--- config.mk ---
export PLATFORM = sky130hd
export DESIGN_NAME = ndarray_row_serializer
export DESIGN_NICKNAME = d
export VERILOG_FILES = /design/src/rtl/ndarray_row_serializer.sv
export SDC_FILE = /design/constraint.sdc
export NUM_CORES = 1
export LEC_CHECK = 0
export CORE_UTILIZATION = 48
export DETAILED_ROUTE_END_ITERATION = 6
export PLACE_DENSITY_LB_ADDON = 0.25
export SLEW_MARGIN = 10
export SYNTH_ARGS = -nofsm -noshare
export SYNTH_HDL_FRONTEND = slang
export SYNTH_SLANG_ARGS = --single-unit
--- constraint.sdc ---
create_clock -name CLK -period 1.8 [get_ports CLK]
set_input_delay 0.45 -clock CLK [delete_from_list [all_inputs] [get_ports CLK]]
set_output_delay 0.45 -clock CLK [all_outputs]
set_load 0.01 [all_outputs]
--- src/rtl/ndarray_row_serializer.sv ---
// Captures one ROWS x COLS frame per handshake and streams it out one row per
// transfer in ascending row order, optionally skipping all-zero rows.
module ndarray_row_serializer #(
  parameter int ROWS      = 6,
  parameter int COLS      = 3,
  parameter int ELEM_W    = 2,
  parameter bit SKIP_ZERO = 1'b0
) (
  input  logic                              CLK,
  input  logic                              ASYNCRESETN,
  input  logic                              in_valid,
  output logic                              in_ready,
  input  logic [ROWS*COLS*ELEM_W-1:0]       in_frame,
  output logic                              out_valid,
  input  logic                              out_ready,
  output logic [COLS*ELEM_W-1:0]            out_row,
  output logic [$clog2(ROWS)-1:0]           out_idx,
  output logic                              out_last,
  output logic                              frame_done,
  output logic                              busy
);

  localparam int IDX_W   = $clog2(ROWS);
  localparam int ROW_W   = COLS * ELEM_W;
  localparam int FRAME_W = ROWS * ROW_W;

  typedef enum logic {
    ST_IDLE,
    ST_EMIT
  } state_e;

  state_e               state_q, state_d;
  logic [FRAME_W-1:0]   frame_q, frame_d;
  logic [ROWS-1:0]      mask_q,  mask_d;
  logic [IDX_W-1:0]     idx_q,   idx_d;
  logic                 done_q,  done_d;

  logic [ROWS-1:0]      in_mask;
  logic [ROWS-1:0]      above_mask;
  logic                 is_last;

  // Rows eligible for emission: every row, or only the non-zero ones.
  function automatic logic [ROWS-1:0] send_mask(input logic [FRAME_W-1:0] f);
    logic [ROWS-1:0] m;
    m = '0;
    for (int r = 0; r < ROWS; r++) begin
      m[r] = SKIP_ZERO ? (|f[r*ROW_W +: ROW_W]) : 1'b1;
    end
    return m;
  endfunction

  function automatic logic [IDX_W-1:0] lowest_set(input logic [ROWS-1:0] m);
    logic [IDX_W-1:0] res;
    res = '0;
    for (int r = ROWS - 1; r >= 0; r--) begin
      if (m[r]) res = IDX_W'(r);
    end
    return res;
  endfunction

  always_comb begin
    in_mask = send_mask(in_frame);
    for (int r = 0; r < ROWS; r++) begin
      above_mask[r] = mask_q[r] && (IDX_W'(r) > idx_q);
    end
    is_last = ~|above_mask;
  end

  // NOTE: every signal driven here gets its default before the case, so no path leaves one unassigned and no latch is inferred.
  always_comb begin
    state_d = state_q;
    frame_d = frame_q;
    mask_d  = mask_q;
    idx_d   = idx_q;
    done_d  = 1'b0;
    case (state_q)
      ST_IDLE: begin
        if (in_valid) begin
          if (|in_mask) begin
            frame_d = in_frame;
            mask_d  = in_mask;
            idx_d   = lowest_set(in_mask);
            state_d = ST_EMIT;
          end else begin
            // Nothing to send; keep out_row/out_idx at their last values.
            done_d = 1'b1;
          end
        end
      end
      ST_EMIT: begin
        if (out_ready) begin
          if (is_last) begin
            state_d = ST_IDLE;
            done_d  = 1'b1;
          end else begin
            idx_d = lowest_set(above_mask);
          end
        end
      end
      default: state_d = ST_IDLE;
    endcase
  end

  // NOTE: the wide frame register is reset only because out_row must read 0 out of reset; pure datapath storage normally needs no reset.
  always_ff @(posedge CLK or negedge ASYNCRESETN) begin
    if (!ASYNCRESETN) begin
      state_q <= ST_IDLE;
      frame_q <= '0;
      mask_q  <= '0;
      idx_q   <= '0;
      done_q  <= 1'b0;
    end else begin
      // NOTE: non-blocking assignments so every register samples the pre-edge values of the others.
      state_q <= state_d;
      frame_q <= frame_d;
      mask_q  <= mask_d;
      idx_q   <= idx_d;
      done_q  <= done_d;
    end
  end

  assign in_ready   = (state_q == ST_IDLE);
  assign busy       = (state_q == ST_EMIT);
  assign out_valid  = (state_q == ST_EMIT);
  assign out_row    = frame_q[idx_q*ROW_W +: ROW_W];
  assign out_idx    = idx_q;
  assign out_last   = (state_q == ST_EMIT) && is_last;
  assign frame_done = done_q;

endmodule
Word level (Yosys, flattened, before mapping)
Cells that the tools add are included.
{"block": "word_totals", "reg_bits": 42, "input_bits": 40, "output_inout_bits": 14, "elab_cells": 45}
{"block": "op_classes", "n_mul": 1, "magnitude_cmp": 6, "eq_ne": 3, "shift": 1, "mux": 17, "n_bitwise": 1, "reduce_logical": 11}
{"cell": "indexed part select 36 x 7 -> 6 bit", "n": 1}
{"cell": "2-to-1 mux 3 bit", "n": 9}
{"cell": "logical AND 1 bit", "n": 7}
{"cell": "> comparator 1 x 3 -> 1 bit, first input constant", "n": 2}
{"cell": "> comparator 2 x 3 -> 1 bit, first input constant", "n": 2}
{"cell": "> comparator 3 bit, first input constant", "n": 2}
{"cell": "case mux 3 bit (2 select lines)", "n": 1}
{"cell": "OR reduction 6 bit", "n": 1}
{"cell": "multiplier 3 x 2 -> 5 bit, second input constant", "n": 1}
{"cell": "2-to-1 mux 1 bit", "n": 5}
{"cell": "inequality test 2 bit, second input constant", "n": 2}
{"cell": "case mux 1 bit (2 select lines)", "n": 2}
{"cell": "AND reduction 3 bit", "n": 1}
{"cell": "inequality test 2 x 1 -> 1 bit, second input constant", "n": 1}
{"cell": "AND reduction 2 bit", "n": 1}
{"cell": "logical NOT 1 bit", "n": 1}
{"cell": "inverter 1 bit", "n": 1}

Depth between registers and ports, before layout
{"block": "logic_depth", "depth_word": 11, "mapped_depth": 5, "ltp_nobuf": 3}

Least setup slack after synthesis
No wires, ideal clock.
{"block": "synth_path", "path_kind": "register -> output", "from": "reg idx_q[2] (netlist: out_idx[2])", "to": "out out_row[2]", "arrival_time_ns": 1.217, "required_time_ns": 1.350, "setup_slack_ns": 0.133, "path_stages_with_launch": 6, "path_cell_list": "dfrtp_1 > buf_6 > buf_6 > mux2_1 > a22oi_2 > a21oi_1"}
{"block": "synth_between", "elab_chain_cells": 2}
{"element": "start: declaration", "line_no": "35", "source": "logic [IDX_W-1:0] idx_q, idx_d;"}
{"element": "start signal: assignment", "line_no": "117", "source": "idx_q <= idx_d;"}
{"element": "multiplier 3 x 2 -> 5 bit", "line_no": "125", "source": "assign out_row = frame_q[idx_q*ROW_W +: ROW_W];"}
{"element": "indexed part select 36 x 7 -> 6 bit", "line_no": "125"}
{"element": "end: declaration", "line_no": "16", "source": "output logic [COLS*ELEM_W-1:0] out_row,"}
Every way passes these cells.

Worst setup path after layout
{"block": "layout_path", "from": "reg idx_q[2] (netlist: out_idx[2])", "to": "out out_row[3]"}
Same word-level chain as after synthesis.

==> flow_metrics.env <==
export IMPL_grt_usage_pct=23.04
export IMPL_dp_hpwl_mm=3.149
export IMPL_finalPower_mw=5.107
export IMPL_p_int_mw=3.388
export IMPL_ff2ff_path_depth=5
export IMPL_startpoint_type="register"
export IMPL_rsz0062_at_grt="yes"
export IMPL_placed_cell_area_um2=2691
export IMPL_syn_inst=144
export IMPL_ys_seq_elements=42
export IMPL_path_class="register to output pin"
export IMPL_vias=1433
export IMPL_r2r_start="out_idx[2]"
export IMPL_fillCellCount=256
export IMPL_routed_via_density=5.367
export IMPL_antenna_found_initial=0
export IMPL_grt_max_degree=26
export IMPL_io_pins=54
export IMPL_synth_avg_cell_area_um2=13.94
export IMPL_syn_nets=184
export IMPL_p_leak_nw=1.265
export IMPL_p_clk_share_pct=13.8
export IMPL_wl_per_cell_um=17.29
export IMPL_hold_violations=0
export IMPL_rr_endpoint="out_idx[1]"
export IMPL_die_w_um=66.66
export IMPL_critPathSlowestCell="dfrtp_1"
export IMPL_grt_pass1_vias=1481
export IMPL_setup_ws_ps=-285.7
export IMPL_htreeDepth=2
export IMPL_fin_area_um2=2863
export IMPL_violations="negative setup slack"
export IMPL_power_switching_mw=1.719
export IMPL_utilization_pct=71.57
export IMPL_final_instance_count_excl_fill=267
export IMPL_end_kind="output pin"
export IMPL_worst_pin_slew_ps=420.1
export IMPL_num_rows=23
export IMPL_status="finished with violations"
export IMPL_grt_pass1_wl_mm=7.307
export IMPL_relSlewSlack_pct=72.00
export IMPL_timing_final_crit_share_pct=115.9
export IMPL_ys_seq_area_share_pct=52.37
export IMPL_cpPeakStageDelay_ps=390
export IMPL_crit_chain="buf_6 -> mux2_2 -> a221oi_2 -> a31oi_1 -> buf_2"
export IMPL_placed_cells=255
export IMPL_area_delta_synth_final_pct=42.64
export IMPL_cp_required_ps=1350
export IMPL_yosysWarnings=0
export IMPL_die_h_um=66.66
export IMPL_fin_crit_ps=2086
export IMPL_drt_wl_total_mm=4.616
export IMPL_grt_ovfl_total=0
export IMPL_cp_startpoint="out_idx[2]"
export IMPL_drive_gt1_share_pct=45.62
export IMPL_cts_root_buf="clkbuf_8"
export IMPL_cap_violations=0
export IMPL_cts_tree="done"
export IMPL_synth_area_um2=2007
export IMPL_core_um2=4000
export IMPL_arrival_ps=1640
export IMPL_num_nets_final=256
export IMPL_crit_fanout=8
export IMPL_drc_errors=0
export IMPL_finalMaxSlewViolations=0
export IMPL_synth_distinct_cells=23
export IMPL_insertion_delay_ps=300
export IMPL_reg2reg_setup_slack_ps=350
export IMPL_start_util_pct=50.17
export IMPL_first_pass_iters=4
export IMPL_clock_sink_count=42
export IMPL_combPwrFrac_pct=52.4
export IMPL_gp_congestion=0.7944
export IMPL_endpoint="out_row[3]"
export IMPL_clk_pin_slew_ps=80
export IMPL_ant_nets=0
export IMPL_fin_skew_ps=3.875
export IMPL_ir_worst_vdd_mv=0.8957
export IMPL_dieArea_um2=4444
export IMPL_numCtsBuffers=5
export IMPL_p_seq_share_pct=33.8
export IMPL_fin_hold_ws_ps=75.71
export IMPL_ctsHoldBuffers=0
export IMPL_hold_class="primary input to asynchronous set/reset pin"
export IMPL_setup_viol=6
export IMPL_cellPowerDensity_nw_per_um2=1784
export IMPL_max_freq_ghz=0.4795
export IMPL_netSwitchingFraction_pct=33.66
export IMPL_clk_path_buf_depth=2
export IMPL_n_antenna_cell=0
export IMPL_io_buffers=53
export IMPL_drtIter0Drc=51
timing repair:
action                     4_1_cts  5_1_grt
setup endpoints to repair       11        8
setup buffers                    4        2
resized for setup               45        4
pin swaps                        2        3
sequential cells by signal, indices dropped and copies added (netlist names):
name	flops
frame_q	36
busy	1
frame_done	1
mask_q	1
out_idx	3
worst max-delay path, delay by kind of cell, from the launching register on:
kind                   cells  cell delay, ps
buffers and inverters      2             310
DFF                        1             390
AOI/OAI and AO/OA          2             280
muxes                      1             350
synthesized netlist by cell type (all sizes together):
| cell type | count | area share (%) |
|---|---|---|
| mux2 | 49 | 31 |
| dfrtp | 42 | 52 |
| nand2 | 12 | 2.2 |
| buf | 8 | 3.7 |
| a221oi | 6 | 2.6 |
| a31oi | 6 | 1.9 |
| nor2 | 4 | 0.75 |
| a21oi | 3 | 0.75 |
| clkbuf | 2 | 0.37 |
| inv | 2 | 0.37 |
| nor2b | 2 | 0.87 |
| a21boi | 1 | 0.37 |
| a22oi | 1 | 0.62 |
| a41oi | 1 | 0.44 |
| nand3b | 1 | 0.37 |
| nor3 | 1 | 0.25 |
| o21ai | 1 | 0.25 |
| o2bb2ai | 1 | 0.44 |
| or2 | 1 | 0.31 |
power groups by stage:
stage	combinational [mW]	sequential [mW]	clock, mW
6_report	2.68	1.72	0.707
5_1_grt	2.88	1.78	0.756
4_1_cts	2.63	1.72	0.715
3_5_place_dp	2.59	1.71	0
3_3_place_gp	2.53	1.70	0
2_1_floorplan	1.59	1.66	0
cells in the final DEF (no fill, tap or decap), drive strengths merged:
master         synthesis  layout
nand3b                 1       1
clkbuf                 2       8
a21oi                  3       3
o2bb2ai                1       1
a221oi                 6       6
buf                    8      31
inv                    2       2
or2                    1       1
a22oi                  1       1
mux2                  49      49
clkdlybuf4s50          0      39
nand2                 12      12
a31oi                  6       6
nor2b                  2       2
a41oi                  1       1
dfrtp                 42      42
o21ai                  1       1
dlymetal6s2s           0       1
nor3                   1       1
a21boi                 1       1
nor2                   4       4
dlygate4sd2            0       4
how the worst min path moves through the flow:
stage	startpoint	endpoint	slack (ps)	depth (start not counted)
final	ASYNCRESETN	frame_q[11]	80	1
after CTS	ASYNCRESETN	frame_q[11]	90	1
after detailed placement	ASYNCRESETN	frame_q[25]	410	1
after floorplan	ASYNCRESETN	busy	150	0
after global routing	ASYNCRESETN	frame_q[24]	110	1
after global placement	ASYNCRESETN	frame_q[24]	400	1
routing by layer:
layer  routed length, µm  global-route usage (%)  vias to the layer above
met1                1968                   28.92                      705
met2                2264                   36.62                       54
li1                    -                       -                      663
met5                   0                       0                        -
met3                 248                   5.993                       11
met4                 133                   11.17                        0
per-stage QoR:
| step | TNS [ps] | setup slack (ps) |
|---|---|---|
| 3_3_place_gp | -1977 | -312.0 |
| 3_5_place_dp | -3132 | -342.7 |
| 5_1_grt | -2042 | -369.6 |
| 6_report | -1581 | -285.7 |
| 2_1_floorplan | 0 | 132.5 |
| 4_1_cts | -1613 | -282.4 |
area by class of cell:
class,instances,area [µm²],area share (%)
inverter,2,7.507,0.2622
sequential,42,1051,36.71
timing repair buffer,75,695.7,24.30
multi-input combinational,90,935.9,32.69
tap,50,62.56,2.185
clock buffer,8,110.1,3.846
cell families after synthesis:
| family | count (synthesis) | synth area share, % |
|---|---|---|
| mux | 49 | 31.05 |
| flops | 42 | 52.37 |
| simple gates | 21 | 4.800 |
| compound gates | 20 | 7.357 |
| buf+inv | 12 | 4.427 |
(Power assumes the default switching activity.)
